===== src/rtl/systolic_ctrl.sv =====
// Sequencer for a SIZE x SIZE weight-stationary systolic array: weight load, activation stream, drain.
// Optional cycle counter output perf_cycles is enabled by defining SYSTOLIC_CTRL_PERF_EN.
module systolic_ctrl #(
  parameter int SIZE  = 8,
  parameter int ROW_W = 8,
  localparam int AW   = (SIZE > 1) ? $clog2(SIZE) : 1,
  localparam int PW   = 2 * SIZE
) (
  input  logic             clk,
  input  logic             rst_n,
  input  logic             start,
  input  logic             abort,
  input  logic [ROW_W-1:0] act_rows,
  output logic             Weight_in_valid,
  output logic [AW-1:0]    wgt_rd_addr,
  output logic             act_rd_en,
  output logic [ROW_W-1:0] act_rd_addr,
  output logic [SIZE-1:0]  col_valid,
  output logic             busy,
  output logic             done
`ifdef SYSTOLIC_CTRL_PERF_EN
  ,
  output logic [31:0]      perf_cycles
`endif
);

  typedef enum logic [2:0] {
    S_IDLE,
    S_LOAD_W,
    S_STREAM,
    S_DRAIN,
    S_DONE
  } state_t;

  state_t           r_state, w_state_nxt;
  logic [AW-1:0]    r_wgt_addr, w_wgt_addr_nxt;
  logic [ROW_W-1:0] r_act_addr, w_act_addr_nxt;
  logic [ROW_W-1:0] r_rows, w_rows_nxt;
  // Bit k is the STREAM strobe delayed k+1 cycles; column c taps delay SIZE+1+c.
  logic [PW-1:0]    r_pipe, w_pipe_nxt;

  // NOTE: every signal driven here gets a default before the case, so no latch can be inferred.
  always_comb begin
    w_state_nxt     = r_state;
    w_wgt_addr_nxt  = r_wgt_addr;
    w_act_addr_nxt  = r_act_addr;
    w_rows_nxt      = r_rows;
    w_pipe_nxt      = {r_pipe[PW-2:0], (r_state == S_STREAM)};
    Weight_in_valid = 1'b0;
    act_rd_en       = 1'b0;
    done            = 1'b0;

    case (r_state)
      S_IDLE: begin
        if (start && (act_rows != '0)) begin
          w_state_nxt    = S_LOAD_W;
          w_wgt_addr_nxt = AW'(SIZE - 1);
          w_rows_nxt     = act_rows;
        end
      end
      S_LOAD_W: begin
        Weight_in_valid = 1'b1;
        if (r_wgt_addr == '0) w_state_nxt = S_STREAM;
        else                  w_wgt_addr_nxt = r_wgt_addr - AW'(1);
      end
      S_STREAM: begin
        act_rd_en = 1'b1;
        if (r_act_addr == (r_rows - ROW_W'(1))) begin
          w_state_nxt    = S_DRAIN;
          w_act_addr_nxt = '0;
        end else begin
          w_act_addr_nxt = r_act_addr + ROW_W'(1);
        end
      end
      S_DRAIN: begin
        // Leave once the last valid has shifted out of the top column tap.
        if (w_pipe_nxt == '0) w_state_nxt = S_DONE;
      end
      S_DONE: begin
        done        = 1'b1;
        w_state_nxt = S_IDLE;
      end
      default: w_state_nxt = S_IDLE;
    endcase

    if (abort && (r_state != S_IDLE)) begin
      w_state_nxt    = S_IDLE;
      w_wgt_addr_nxt = '0;
      w_act_addr_nxt = '0;
      w_pipe_nxt     = '0;
    end
  end

  assign busy        = (r_state != S_IDLE);
  assign col_valid   = r_pipe[PW-1:SIZE];
  assign wgt_rd_addr = r_wgt_addr;
  assign act_rd_addr = r_act_addr;

  // NOTE: state is updated with non-blocking assignments so all registers sample pre-edge values.
  always_ff @(posedge clk or negedge rst_n) begin
    if (!rst_n) begin
      r_state    <= S_IDLE;
      r_wgt_addr <= '0;
      r_act_addr <= '0;
      r_rows     <= '0;
      r_pipe     <= '0;
    end else begin
      r_state    <= w_state_nxt;
      r_wgt_addr <= w_wgt_addr_nxt;
      r_act_addr <= w_act_addr_nxt;
      r_rows     <= w_rows_nxt;
      r_pipe     <= w_pipe_nxt;
    end
  end

`ifdef SYSTOLIC_CTRL_PERF_EN
  logic [31:0] r_perf;
  logic        w_accept;

  assign w_accept    = (r_state == S_IDLE) && start && (act_rows != '0);
  assign perf_cycles = r_perf;

  always_ff @(posedge clk or negedge rst_n) begin
    if (!rst_n)                      r_perf <= '0;
    else if (w_accept)               r_perf <= '0;
    else if (busy && (r_perf != '1)) r_perf <= r_perf + 32'd1;
  end
`endif

endmodule


===== config.mk =====
export PLATFORM = sky130hd
export DESIGN_NAME = systolic_ctrl
export DESIGN_NICKNAME = d
export VERILOG_FILES = /design/src/rtl/systolic_ctrl.sv
export SDC_FILE = /design/constraint.sdc
export NUM_CORES = 1
export LEC_CHECK = 0
export ABC_AREA = 1
export CAP_MARGIN = 20
export CORE_MARGIN = 1
export CORE_UTILIZATION = 35
export CTS_CLUSTER_DIAMETER = 200
export CTS_CLUSTER_SIZE = 28
export DETAILED_ROUTE_END_ITERATION = 10
export SLEW_MARGIN = 10
export SYNTH_ARGS = -nofsm -noshare
export SYNTH_HDL_FRONTEND = slang
export SYNTH_SLANG_ARGS = --single-unit

===== constraint.sdc =====
create_clock -name clk -period 2 [get_ports clk]
set_input_delay 0.5 -clock clk [delete_from_list [all_inputs] [get_ports clk]]
set_output_delay 0.5 -clock clk [all_outputs]
set_load 0.1 [all_outputs]

# [Yosys cells after proc, flatten, opt, wreduce, memory -nomap -nowiden]
# Index checks and enable logic that the tools add are counted.
[word_totals] reg_bits=38 input_bits=12 output_inout_bits=23
[classes] n_reduce_logical=12 n_addsub=3 n_eq_ne=10 mux=17
[op_table] op="two-way mux 3 bit" count=8
[op_table] op="two-way mux 8 bit" count=3
[op_table] op="zero test 16 bit" count=1
[op_table] op="two-way mux 16 bit" count=1
[op_table] op="!= test 3 bit (second input constant)" count=4
[op_table] op="case mux 3 bit (4 select lines)" count=1
[op_table] op="adder 8 x 1 -> 8 bit (second input constant)" count=1
[op_table] op="== test 8 bit" count=1
[op_table] op="nonzero test 8 bit" count=1
[op_table] op="subtractor 8 x 1 -> 8 bit (second input constant)" count=1
[op_table] op="== test 3 x 2 -> 1 bit (second input constant)" count=2
[op_table] op="zero test 3 bit" count=2
[op_table] op="case mux 3 bit (2 select lines)" count=1
[op_table] op="nonzero test 3 bit" count=2
[op_table] op="AND reduction 4 bit" count=1
[op_table] op="== test 3 x 1 -> 1 bit (second input constant)" count=1
[op_table] op="== test 3 bit (second input constant)" count=1
[op_table] op="two-way mux 1 bit" count=3
[op_table] op="!= test 3 x 1 -> 1 bit (second input constant)" count=1
[op_table] op="AND reduction 3 bit" count=1
[op_table] op="subtractor 3 x 1 -> 3 bit (second input constant)" count=1
[op_table] op="logical AND 1 bit" count=2
[op_table] op="AND reduction 2 bit" count=1
[op_table] op="nonzero test 2 bit" count=1

# [Logic depth before layout (Yosys ltp)]
# Gate-level depths: netlist (run 1).
[logic_depth] depth_word=5 ltp_mapped=15 depth_no_buf=15

# [Least setup slack after synthesis (run 1)]
# Ideal clock, no wire load.
[synth_path] kind="register to register" from="register r_state[2]" to="register r_act_addr[2] (netlist: act_rd_addr[2])" t_arrival_ps=2435 synth_period_minus_slack_ps=2566 setup_slack_ps=-566 t_required_ps=1869 path_stages_with_launch=7 setup_ps=131 path_buffers=0 path_cell_list="dfrtp_1 -> nor2_4 -> inv_2 -> nor2_1 -> nor2_1 -> inv_1 -> o22ai_1"
[synth_via] elab_chain_len=3
[synth_rtl] element="start, declared" line_no="35" rtl="state_t r_state, w_state_nxt;"
[synth_rtl] element="start signal, assigned" line_no="108" rtl="r_state <= w_state_nxt;"
[synth_rtl] element="nonzero test 3 bit" line_no="86" rtl="if (abort && (r_state != S_IDLE)) begin"
[synth_rtl] element="logical AND 1 bit" line_no="86"
[synth_rtl] element="two-way mux 8 bit / nonzero test 2 bit (equally long branches)"
[synth_rtl] element="end signal, assigned" line_no="110" rtl="r_act_addr <= w_act_addr_nxt;"
[synth_rtl] element="end, declared" line_no="37" rtl="logic [ROW_W-1:0] r_act_addr, w_act_addr_nxt;"
# Several ways; a longest one is shown, not always the timed one.
# A chain may end at the register's enable or synchronous reset.

# [Final worst setup path (run 1)]
[layout_path] from="register r_state[2]" to="output port act_rd_en"
[layout_via] elab_chain_len=2
[layout_rtl] element="== test 3 x 2 -> 1 bit" line_no="53" rtl="case (r_state)"
[layout_rtl] element="two-way mux 1 bit" line_no="53"
[layout_rtl] element="end, declared" line_no="16" rtl="output logic act_rd_en,"
# No other way between the ends.

==> flow_metrics.tcl, run 1 <==
set metrics [dict create \
    worstRegToRegCells 12 \
    antenna_found_initial 0 \
    via_per_inst 4.58 \
    rsz0062_at_grt "no" \
    grt_pass1_vias 1658 \
    die_h_um 80.7 \
    initial_core_util_pct 36.4 \
    cts_buffer_depth 2 \
    worst_skew_pair.late_latency_ps 300 \
    final_cell_area_mm2 0.00294 \
    cts_max_level 2 \
    synthesis.area_mm2 0.00217 \
    design.core.area_mm2 0.00596 \
    cp-end-kind "output port" \
    path_max_fanout 4 \
    cts_root_buf "clkbuf_8" \
    wl_per_cell_um 11.1 \
    cpMostUsedCell "nor2_4" \
    yosysSeqAreaShare_pct 43.9 \
    hold_viol_final 0 \
    synth_edf_count 0 \
    p_per_area_mw_per_mm2 1480 \
    route.detailed.drc 0 \
    fin_crit_ps 1860 \
    total_power_uw 4350 \
    hold_path_class "input port to async pin" \
    yosys_warnings 0 \
    holdBufCountCts 0 \
    gp_congestion 0.810 \
    cp-start-kind "flop" \
    crit_arrival_ps 1360 \
    critPathRequiredTime_ps 1500 \
    place_area_mm2 0.00279 \
    syn_inst 274 \
    cts_made_buffers 5 \
    worstSetupPathType "flop to output port" \
    clock.fmax_ghz 0.538 \
    tightest_slew_ps 498 \
    ys.flop_type "dfrtp_1" \
    period_share_pct 93.0 \
    r2r_slack_ps 220 \
    grt_usage_pct 15.4 \
    fin_nets 325 \
    async_flop_share_pct 100 \
    grt_pass1_wl_um 7700 \
    ys_types 29 \
    syn_avg_cell_area_um2 7.91 \
    totalWireLength_um 4290 \
    cts_setup_buffers 0 \
    grt-ovfl-total 0 \
    yosysMostFrequentCell "nand2_1" \
    ant_nets 0 \
    initialDrtViolationCount 70 \
    syn_nets 290 \
    fillCellCount 581 \
    final_max_slew_viol_count 0 \
    clock_sinks 38 \
    fin_setup_tns_ps 0 \
    dieArea_mm2 0.00651 \
    final_layout_size_suffix_gt1_share_pct 22.9 \
    hpwl_um 3340 \
    critPathMaxStageDelay_ps 480 \
    fin_skew_ps 6.44 \
    path_cells "nor2_4, inv_2, nor2_4, buf_12" \
    synth_top_cell_area_share_pct 43.9 \
    antenna-diode-count 0 \
    rows 28 \
    cts.repair.resized 0 \
    synth_area_leader_cell "dfrtp_1" \
    relSlewSlack_pct 66.8 \
    ir_worst_vdd_uv 901 \
    grt_start_max_net_pins 23 \
    synth_area_leaders "dfrtp_1, nand2_1, inv_1, nor2_1, nand3_1" \
    status "complete, no violations" \
    die-width_um 80.7 \
    area_delta_synth_final_pct 35.4 \
    ys_ff_latch 38 \
    p_leak_uw 0.00138 \
    dr.pass1.iters 5 \
    maxCapViolations 0 \
    cpMaxStageDelayCell "dfrtp_1" \
    routed-via-count 1762 \
    cts_tree "yes" \
    synthTopCellsByCount "nand2_1, inv_1, dfrtp_1" \
    io_pins 35 \
    port_buffers 34 \
    setup_violations 0 \
    cts.clk_slew.worst_paths_ps 80 \
]
[layout by cell type, fill, tap and decap left out, drive strengths merged, types with 4 or more instances in the layout]
| cell type | count |
|---|---|
| buf | 28 |
| clkbuf | 5 |
| clkdlybuf4s50 | 10 |
| dfrtp | 38 |
| ha | 4 |
| inv | 51 |
| nand2 | 59 |
| nand3 | 22 |
| nand4 | 7 |
| nor2 | 37 |
| nor3 | 8 |
| o21ai | 18 |
| o22ai | 6 |
| xor2 | 7 |
[worst max-delay path: cells and delay by family, from the launching register on]
kind	cells	cell delay, ps
DFF	1	480
buffers and inverters	2	280
and+or+nand+nor	2	310
[metal layers]
| layer | share of wire (%) | vias up | GRT usage (%) | wire length [µm] |
|---|---|---|---|---|
| li1 | - | 919 | - | - |
| met1 | 48 | 811 | 21.6 | 2050 |
| met2 | 47 | 25 | 23.1 | 2040 |
| met3 | 2.7 | 7 | 3.07 | 115 |
| met4 | 2.1 | 0 | 6.43 | 90 |
| met5 | 0 | - | 0 | 0 |
[cells by family (layout without fill, tap and decap cells)]
family          after synthesis  count (layout)  synth area share [%]
compound gates               25              25                  7.62
xor+xnor                     10              10                  4.04
fa+ha+maj                     4               4                  2.31
buf+inv                      63              98                  12.8
flops                        38              38                  43.9
simple gates                134             135                  29.4
[worst paths after layout]
kind                            startpoint             end
max in group asynchronous            rst_n       r_rows[0]
worst min register to register   r_pipe[7]       r_pipe[8]
min in group clk                 r_pipe[7]       r_pipe[8]
worst max-delay path            r_state[2]       act_rd_en
worst min-delay path                 rst_n  act_rd_addr[4]
worst max register to register   r_rows[0]      r_state[1]
[area by class of cell]
class                   count  area, µm²  share of cell area [%]
multi-input cells         174        962                    32.8
inverters                  52        195                    6.65
well taps                  75       93.8                    3.20
flip-flops and latches     38        952                    32.4
clock inverters             3       68.8                    2.34
clock buffers               5       68.8                    2.34
repair buffers             38        596                    20.3
[through the flow]
| step | hold slack (ps) | util (%) | setup WS [ps] | cells |
|---|---|---|---|---|
| after CTS | 169 | 49.1 | 118 | 384 |
| after global routing | 188 | 49.3 | 20.7 | 385 |
| after detailed placement | 494 | 46.8 | 63.9 | 376 |
| final | 158 | 49.3 | 140 | 385 |
| after floorplan | 204 | - | 1.54 | 274 |
| after global placement | 474 | 46.8 | 114 | 376 |
[power breakdown]
part / internal (µW) / switching, µW
Combinational: 869 / 1540
Clock: 500 / 295
Sequential: 938 / 213
[state kept, by name (all words and copies together), names as in the netlist]
| signal | cells |
|---|---|
| act_rd_addr | 8 |
| r_rows | 8 |
| r_state | 3 |
| r_pipe | 16 |
| wgt_rd_addr | 3 |
No activity file was read; power rests on OpenSTA's default activity.
==> inputs of run 2 (changes only) <==
SLEW_MARGIN = 20   (was 10)
==> results of run 2 <==
Same layout as run 1: the final DEF is identical, and so are final timing and power.
